==> config.mk <==
export PLATFORM = sky130hd
export DESIGN_NAME = sd_read_sched
export DESIGN_NICKNAME = d
export VERILOG_FILES = /design/src/rtl/sd_read_sched.sv
export SDC_FILE = /design/constraint.sdc
export NUM_CORES = 1
export LEC_CHECK = 0
export CORE_MARGIN = 2
export CORE_UTILIZATION = 40
export DETAILED_ROUTE_END_ITERATION = 8
export DONT_BUFFER_PORTS = 1
export PLACE_DENSITY_LB_ADDON = 0.08
export SYNTH_ARGS = -nofsm -noshare
export SYNTH_HDL_FRONTEND = slang
export SYNTH_SLANG_ARGS = --single-unit
==> constraint.sdc <==
create_clock -name clk -period 2.5 [get_ports clk]
set_clock_uncertainty 0.15 [all_clocks]
set_input_delay 0.375 -clock clk [delete_from_list [all_inputs] [get_ports clk]]
set_output_delay 0.375 -clock clk [all_outputs]
set_load 0.05 [all_outputs]
==> src/rtl/sd_read_sched.sv <==
// sd_read_sched: two-requester round-robin SD sector reader.
// Issues CMD17, waits for R1, polls for the 0xFE start token, streams 512
// data bytes out tagged with the owning requester, then drops the 2 CRC bytes.
module sd_read_sched #(
  parameter int TOKEN_TIMEOUT = 1024
) (
  input  logic        clk,
  input  logic        rst,
  input  logic        boot_done,
  input  logic [1:0]  req,
  input  logic [22:0] sector0,
  input  logic [22:0] sector1,
  output logic [1:0]  gnt,
  output logic [6:0]  cmd,
  output logic [31:0] arg,
  output logic        SDctrl_start,
  input  logic        SDctrl_available,
  input  logic        SDctrl_valid_status,
  input  logic [6:0]  SDctrl_status,
  output logic        byte_req,
  input  logic        byte_valid,
  input  logic [7:0]  byte_in,
  output logic [7:0]  dout,
  output logic        dout_valid,
  output logic        dout_id,
  output logic        dout_last,
  output logic        done,
  output logic        err,
  output logic [1:0]  err_code,
  output logic        busy
);

  localparam logic [15:0] POLL_LAST = 16'(TOKEN_TIMEOUT - 1);
  localparam logic [6:0]  CMD17     = 7'h11;

  typedef enum logic [2:0] {
    S_IDLE, S_WAIT_R1, S_WAIT_TOKEN, S_DATA, S_CRC, S_DONE, S_ERR
  } state_t;

  state_t      state, state_nxt;
  logic        last_ptr;   // requester served most recently
  logic [15:0] poll_cnt;   // 0xFF polls seen while waiting for the token
  logic [8:0]  data_cnt;   // data byte index 0..511
  logic        crc_cnt;    // 0 = first CRC byte pending, 1 = second
  logic        grant_go;
  logic        win;
  logic        tok_start;
  logic        tok_idle;

  assign grant_go  = boot_done && SDctrl_available && (req != 2'b00);
  // Tie goes to whoever was not served last; otherwise the lone requester.
  assign win       = (req == 2'b11) ? ~last_ptr : req[1];
  assign tok_start = (byte_in == 8'hFE);
  assign tok_idle  = (byte_in == 8'hFF);

  // State register
  always_ff @(posedge clk) begin
    if (rst) state <= S_IDLE;
    else     state <= state_nxt;
  end

  // Next-state logic; stray strobes outside their owning states fall through
  always_comb begin
    state_nxt = state;
    case (state)
      S_IDLE:       if (grant_go) state_nxt = S_WAIT_R1;
      S_WAIT_R1:    if (SDctrl_valid_status)
                      state_nxt = (SDctrl_status == 7'd0) ? S_WAIT_TOKEN : S_ERR;
      S_WAIT_TOKEN: if (byte_valid) begin
                      if (tok_start)     state_nxt = S_DATA;
                      else if (tok_idle) state_nxt = (poll_cnt == POLL_LAST) ? S_ERR : S_WAIT_TOKEN;
                      else               state_nxt = S_ERR;
                    end
      S_DATA:       if (byte_valid && data_cnt == 9'd511) state_nxt = S_CRC;
      S_CRC:        if (byte_valid && crc_cnt) state_nxt = S_DONE;
      S_DONE:       state_nxt = S_IDLE;
      S_ERR:        state_nxt = S_IDLE;
      default:      state_nxt = S_IDLE;
    endcase
  end

  // State-decoded status outputs
  always_comb begin
    busy = (state != S_IDLE);
    done = (state == S_DONE);
    err  = (state == S_ERR);
  end

  // Registered command, byte-request and data path
  always_ff @(posedge clk) begin
    if (rst) begin
      gnt          <= 2'b00;
      cmd          <= 7'd0;
      arg          <= 32'd0;
      SDctrl_start <= 1'b0;
      byte_req     <= 1'b0;
      dout         <= 8'd0;
      dout_valid   <= 1'b0;
      dout_id      <= 1'b0;
      dout_last    <= 1'b0;
      err_code     <= 2'd0;
      last_ptr     <= 1'b1;
      poll_cnt     <= 16'd0;
      data_cnt     <= 9'd0;
      crc_cnt      <= 1'b0;
    end else begin
      gnt          <= 2'b00;
      SDctrl_start <= 1'b0;
      byte_req     <= 1'b0;
      dout_valid   <= 1'b0;
      dout_last    <= 1'b0;
      case (state)
        S_IDLE: if (grant_go) begin
          gnt          <= {win, ~win};
          SDctrl_start <= 1'b1;
          cmd          <= CMD17;
          arg          <= {(win ? sector1 : sector0), 9'd0};
          dout_id      <= win;
          last_ptr     <= win;
          poll_cnt     <= 16'd0;
          data_cnt     <= 9'd0;
          crc_cnt      <= 1'b0;
        end
        S_WAIT_R1: if (SDctrl_valid_status) begin
          if (SDctrl_status == 7'd0) byte_req <= 1'b1;
          else                       err_code <= 2'd1;
        end
        S_WAIT_TOKEN: if (byte_valid) begin
          if (tok_start) begin
            byte_req <= 1'b1;
          end else if (tok_idle) begin
            poll_cnt <= poll_cnt + 16'd1;
            if (poll_cnt == POLL_LAST) err_code <= 2'd2;
            else                       byte_req <= 1'b1;
          end else begin
            err_code <= 2'd3;
          end
        end
        // The request after byte 511 fetches the first CRC byte.
        S_DATA: if (byte_valid) begin
          dout       <= byte_in;
          dout_valid <= 1'b1;
          dout_last  <= (data_cnt == 9'd511);
          data_cnt   <= data_cnt + 9'd1;
          byte_req   <= 1'b1;
        end
        S_CRC: if (byte_valid) begin
          crc_cnt <= 1'b1;
          if (!crc_cnt) byte_req <= 1'b1;
        end
        // Command fields stay up for the whole transfer and clear on the way back to IDLE.
        S_DONE, S_ERR: begin
          cmd <= 7'd0;
          arg <= 32'd0;
        end
        default: ;
      endcase
    end
  end

endmodule

==> metrics.cfg, run 1 <==
[timing]
relSlewSlack_pct=32.2
slew_violations=0
worst_pin_slew_ns=1.01
fin_setup_tns_ns=0
setup_viol=0
rsz0062_at_grt=no
period_share_pct=94.8
hold_ws_ns=0.0210
fmax_ghz=0.422
min_period_ns=2.37
hold_viol=0

[placed_design]
routabilityCongestion=0.860
io_buffers=0
dp_hpwl_um=5690

[floorplan]
core_um2=7730
die_h_um=93.5
dieWidth_um=93.5
row_count=32
die_area_um2=8740
num_io_pins=128
start_util_pct=41.5

[setup_path]
cp_top_family=simple AND/OR/NAND/NOR gates
cp_common_cell=or4_1
timing.rr.start=state[2]
crit_chain=or3b_4 > or4_1 > o31a_1 > or4_1 > a21oi_1
r2r_cells=5
crit_slowest_cell=or4_1
crit_cells=5
critPathMaxFanout=12
crit_path_start_kind=flop
crit_required_ns=2.63
crit_start=state[2]
rrSetupSlack_ns=0.13
crit_type=flop to flop
critPathArrivalTime_ns=2.50
critPathCapture=poll_cnt[15]
slowest_delay_ns=0.44
end_kind=flop
cp_num_buf_inv=0
r2r-end=poll_cnt[15]

[flow_run]
cap_viol_max_count=0

[final_layout]
antennaDiodeCount=0
nNetsFinal=496
final_core_util_pct=50.4
area_growth_pct=21.4
layout-drive-gt1-share_pct=9.79

[logic_synthesis]
async_flop_share_pct=0
synth_top_cell_by_area=dfxtp_1
synth.area.mux_share_pct=1.29
ys_seq_elements=71
synth-seq-area-share_pct=44.4
synth_flop_cell=dfxtp_1
synth_xor_area_share_pct=2.73
yosys_warnings=0
synthesis.area_um2=3200
synth_adder_area_share_pct=1.17
synth-simple-area-share_pct=21.8
yosys.area.top_type_share_pct=44.4
netlist_instances=378
synth_enable_flop_cells=0
synth_cell_types=50
synth_top_family_by_area=simple AND/OR/NAND/NOR gates
synth_compound_area_share_pct=19.1
synth.avg_cell_area_um2=8.48
yosys-top-cells-area=dfxtp_1, a222oi_1, nand2_1, a21oi_1, buf_4

[grt]
overflow=0
grt_pass1_vias=2735
antenna_found_initial=0
track_usage_pct=19.3
grt_pass1_wl_um=13200
grt_max_degree=25

[clock_network]
clock_latency_ns=0.35
cts.clk_slew.worst_paths_ns=0.08
cts_buffers=9
clockBufferDepth=2
root_buffer=clkbuf_8
cts_tree=done
htreeDepth=3
clock_sinks=71

[pwr]
peakVddDrop_mv=0.552
power_density_nw_per_um2=833
power.total_mw=3.24
leakagePower_nw=1.53

[route]
drt_iter0_markers=148
routed_wl_um=8290
vias=2866
via_per_inst=5.40
route.detailed.drc=0
ant_nets=0
drt-pass1-iter-count=6
wire_per_inst_um=15.6

[hold_path]
hold_class=primary input to flop

[status]
status=completed

==> worst min path at each step <==
stage,end,slack [ns],cells after the start,startpoint
after floorplan,last_ptr,0.29,2,last_ptr
after global routing,arg[25],0.01,2,sector0[16]
after detailed placement,cmd[0],0.31,1,rst
final,arg[25],0.02,2,sector0[16]
after CTS,arg[31],0.00005,2,sector0[22]
after global placement,last_ptr,0.30,2,last_ptr
==> per-stage QoR <==
| stage | area, µm² | setup slack (ns) | cells |
|---|---|---|---|
| after floorplan | 3250 | 0.172 | 391 |
| after CTS | 3890 | 0.117 | 531 |
| after global routing | 3890 | 0.0241 | 531 |
| after detailed placement | 3340 | 0.167 | 477 |
| after global placement | 3340 | 0.194 | 477 |
| final | 3890 | 0.130 | 531 |
==> repair_timing <==
item	4_1_cts	5_1_grt
setup buffers	0	0
hold buffers	38	0
endpoints found under the hold margin	41	0
resized for setup	0	0
==> power by group <==
group | leakage [nW] | switching, mW | internal (mW)
logic | 0.875 | 0.563 | 0.317
clock network | 0.0829 | 0.459 | 0.365
registers | 0.575 | 0.305 | 1.23
total | 1.53 | 1.33 | 1.91
==> per-layer routing <==
layer	wire, µm	share of wire (%)	track usage [%]
met4	52	0.63	4.41
met3	517	6.2	6.61
met5	0	0	0
met1	3590	43	23.1
met2	4120	50	33.3
==> synth_stat cells, types with 2 or more instances <==
library cell   n
nor2_1        28
xnor2_1        8
nor2b_1        4
dfxtp_1       71
or4_1          5
nor4b_1        2
a21oi_1       28
nor3b_1        2
a31oi_1        4
nand2_1       39
a222oi_1      20
or2_2          2
o21ai_0       14
nand3_1       11
a21o_1         2
nor4_1         5
ha_1           3
nand4_1        8
xor2_1         2
o211ai_1       5
inv_1         28
and2_1         3
nor3_1         9
buf_4         15
clkbuf_1      18
a22oi_1        2
or3_1         11
o31ai_1        2
and3_1         4
mux2i_1        3
==> cell type report <==
type	instances	area [µm²]
well taps	102	128
inverters	28	105
clock buffers	10	128
clock inverters	6	46.3
flip-flops and latches	71	1420
repair buffers	57	523
fillers	732	3840
multi-input cells	257	1540
==> cells in the final DEF, fill, tap and decap left out, types with 14 or more instances in the layout <==
master | Yosys | final
inv_1 | 28 | 28
buf_4 | 15 | 19
nand2_1 | 39 | 39
dlygate4sd3_1 | 0 | 38
a21oi_1 | 28 | 28
dfxtp_1 | 71 | 71
a222oi_1 | 20 | 20
o21ai_0 | 14 | 14
nor2_1 | 28 | 28
conb_1 | 1 | 14
==> kinds of logic after synthesis <==
kind of cell	count (synthesis)
AOI/OAI and AO/OA	88
xor gates and xnor gates	10
adders and majority gates	3
buffers and inverters	63
DFF	71
muxes	4
other	1
and+or+nand+nor	138
==> flip-flops by register name, summed over array words and instances (netlist names), 2 cells and up <==
signal	flops
dout	8
poll_cnt	16
err_code	2
state	3
data_cnt	9
arg	23
gnt	2
No activity file was read; power rests on OpenSTA's default activity.
==> run 2: changes to the inputs <==
--- a/config.mk
+++ b/config.mk
@@ -5,6 +5,7 @@
 export SDC_FILE = /design/constraint.sdc
 export NUM_CORES = 1
 export LEC_CHECK = 0
+export ABC_AREA = 1
 export CORE_MARGIN = 2
 export CORE_UTILIZATION = 40
 export DETAILED_ROUTE_END_ITERATION = 8
==> metrics.cfg, run 2 <==
[floorplan]
row_count=33  ; +3.1%
core_um2=8220  ; +6.3%
die_h_um=96.3  ; +2.9%
num_io_pins=128  ; unchanged
die_area_um2=9270  ; +6.0%
start_util_pct=41.4  ; about the same
dieWidth_um=96.3  ; +2.9%

[clock_network]
cts_tree=done
clockBufferDepth=2  ; unchanged
clock_sinks=71  ; unchanged
cts.clk_slew.worst_paths_ns=0.08  ; about the same
root_buffer=clkbuf_8
htreeDepth=3  ; unchanged
cts_buffers=9  ; unchanged
cts_setup_buffers=0  ; unchanged
clock_latency_ns=0.35  ; about the same

[logic_synthesis]
async_flop_share_pct=0  ; unchanged
synth_enable_flop_cells=0  ; unchanged
synth_top_cell_by_area=dfxtp_1
synth_cell_types=37  ; -26%
synthesis.area_um2=3400  ; +6.2%
synth_flop_cell=dfxtp_1
ys_seq_elements=71  ; unchanged
yosys-top-cells-area=dfxtp_1, nand2_1, nand3_1, nor2_1, a21oi_1
synth-seq-area-share_pct=41.7  ; -2.6 points
netlist_instances=478  ; +26%
yosys_warnings=0  ; unchanged
synth.avg_cell_area_um2=7.12  ; -16%
post-synth-top-count-cell=nand2_1
yosys.area.top_type_share_pct=41.7  ; -2.6 points
synthTopCellsByCount=nand2_1, dfxtp_1, nand3_1

[final_layout]
stdcell_area_um2=3920  ; +0.64%
largest_reg_flops=23  ; unchanged
fillerInstances=857  ; +17%
layout-drive-gt1-share_pct=9.09  ; -0.70 points
final_core_util_pct=47.7  ; -2.7 points
top_regs=arg x23, poll_cnt x16, data_cnt x9
regMostFlops=arg
nNetsFinal=573  ; +16%
regArea_um2=1420  ; unchanged
multi_input_area_um2=1660  ; +7.8%
layout_commonest_cell=nand2_1
area_growth_pct=15.0
mostFrequentLayoutCells=nand2_1, dfxtp_1, nand3_1

[timing]
worst_pin_slew_ns=0.914  ; -0.0997 ns
hold_viol=0  ; unchanged
rsz0062_at_grt=no
min_period_ns=2.11  ; -0.262 ns
fin_setup_tns_ns=0  ; unchanged
period_share_pct=84.3  ; -10 points
relSlewSlack_pct=38.9  ; +6.7 points
layout_setup_ws_ns=0.392  ; +0.262 ns
fmax_ghz=0.474  ; +12%
slew_violations=0  ; unchanged
setup_viol=0  ; unchanged

[grt]
track_usage_pct=17.9  ; -1.4 points
overflow=0  ; unchanged
grt_pass1_wl_um=12600  ; -4.4%
grt_max_degree=26  ; +4.0%
antenna_found_initial=1  ; +1
grt_pass1_vias=2796  ; +2.2%

[setup_path]
crit_slowest_cell=dfxtp_1
slowest_delay_ns=0.38  ; -0.06 ns
r2r_cells=11  ; +6
crit_type=flop to flop
crit_path_start_kind=flop
crit_chain=ha_1 > nand2_1 > nor4_2 > ha_1 > inv_1 > o21ai_0 > nand2_1 > nor2_1 > nand2_1 > o21ai_0 > a21oi_1
crit_required_ns=2.59  ; -0.04 ns
end_kind=flop
critPathMaxFanout=6  ; -6
cp_common_cell=nand2_1
critPathArrivalTime_ns=2.20  ; -0.30 ns

[pwr]
power_density_nw_per_um2=888  ; +6.6%
peakVddDrop_mv=0.439  ; -21%
power.total_mw=3.48  ; +7.3%
leakagePower_nw=1.62  ; +5.8%

[flow_run]
cap_viol_max_count=0  ; unchanged

[route]
wl_met1_um=3670  ; +2.0%
ant_nets=0  ; unchanged
drt_iter0_markers=57  ; -61%
route.detailed.drc=0  ; unchanged
drt-pass1-iter-count=4  ; -2
wl_met3_um=778  ; +50%
highest_layer=met4
wire_per_inst_um=13.7  ; -12%
routed_wl_um=8410  ; +1.4%
dr_wl_met2_um=3860  ; -6.5%
via_per_inst=5.07  ; -6.1%
vias=3103  ; +8.3%

[placed_design]
place_ws_ns=0.375  ; +0.208 ns
routabilityCongestion=0.791  ; -8.0%
dp_hpwl_um=5930  ; +4.2%
io_buffers=0  ; unchanged
place_area_um2=3430  ; +2.7%

[hold_path]
hold_class=primary input to flop
holdPathStages=2  ; unchanged

[status]
status=completed

run 2: changes by cell type after synthesis, moves of 11 or more:
cell and change:
nand2_1 +83, nand3_1 +44, a222oi_1 -20, nor2_1 +20, clkbuf_1 -16, or3_1 -11
run 2: metrics by stage:
| stage | hold WS, ns | cells |
|---|---|---|
| after floorplan | 0.287 | 491 |
| after global placement | 0.297 | 574 |
| after detailed placement | 0.299 | 574 |
| after CTS | 0.000603 | 607 |
| after global routing | 0.00302 | 611 |
| final | 0.00854 | 612 |
run 2: what timing repair did:
action                                 CTS  global route
gates resized for setup                  0             1
setup endpoints to repair                0             1
hold buffers                            17             4
endpoints found under the hold margin   30             4
run 2: layer usage:
metal	up-vias	global-route usage, %
met3	8	6.50
met2	109	30.5
met1	1402	20.4
met5	-	0
met4	0	6.79
li1	1584	-
run 2: cell families (layout without fill, tap and decap cells):
family	Yosys count	after routing	synth area share, %
AO/OA/AOI/OAI	67	67	10.3
XOR/XNOR	1	1	0.257
adder cells (fa/ha/maj)	3	3	1.10
buffers and inverters	73	88	11.2
flip-flops	71	71	41.7
other	1	15	0.110
AND/OR/NAND/NOR	262	262	35.2
run 2: final timing paths:
check | slack, ns | from | endpoint
hold / removal | 0.009 | sector1[16] | arg[25]
setup / recovery | 0.39 | data_cnt[0] | state[1]
setup reg to reg | 0.39 | data_cnt[0] | state[1]
hold reg to reg | 0.33 | data_cnt[6] | data_cnt[7]
run 2: final cells by class:
cell class,count,share of cell area [%]
multi-input cells,347,42.4
flip-flops and latches,71,36.3
repair buffers,28,6.71
inverters,44,4.28
clock buffers,11,3.61
well taps,105,3.35
clock inverters,5,3.29
diodes,1,0.0639
run 2: critical path: cells and delay by family (launching register included):
family                     cells  cell delay [ns]
and+or+nand+nor                5             0.65
AOI/OAI and AO/OA              3             0.37
DFF                            1             0.38
buffers and inverters          1             0.06
adders and majority gates      2             0.41
run 2: power breakdown:
part           internal (mW)  leakage, nW  switching (mW)  total (mW)
combinational          0.216        0.913           0.502       0.718
sequential              1.23        0.575           0.293        1.53
clock                  0.793        0.134           0.440        1.23
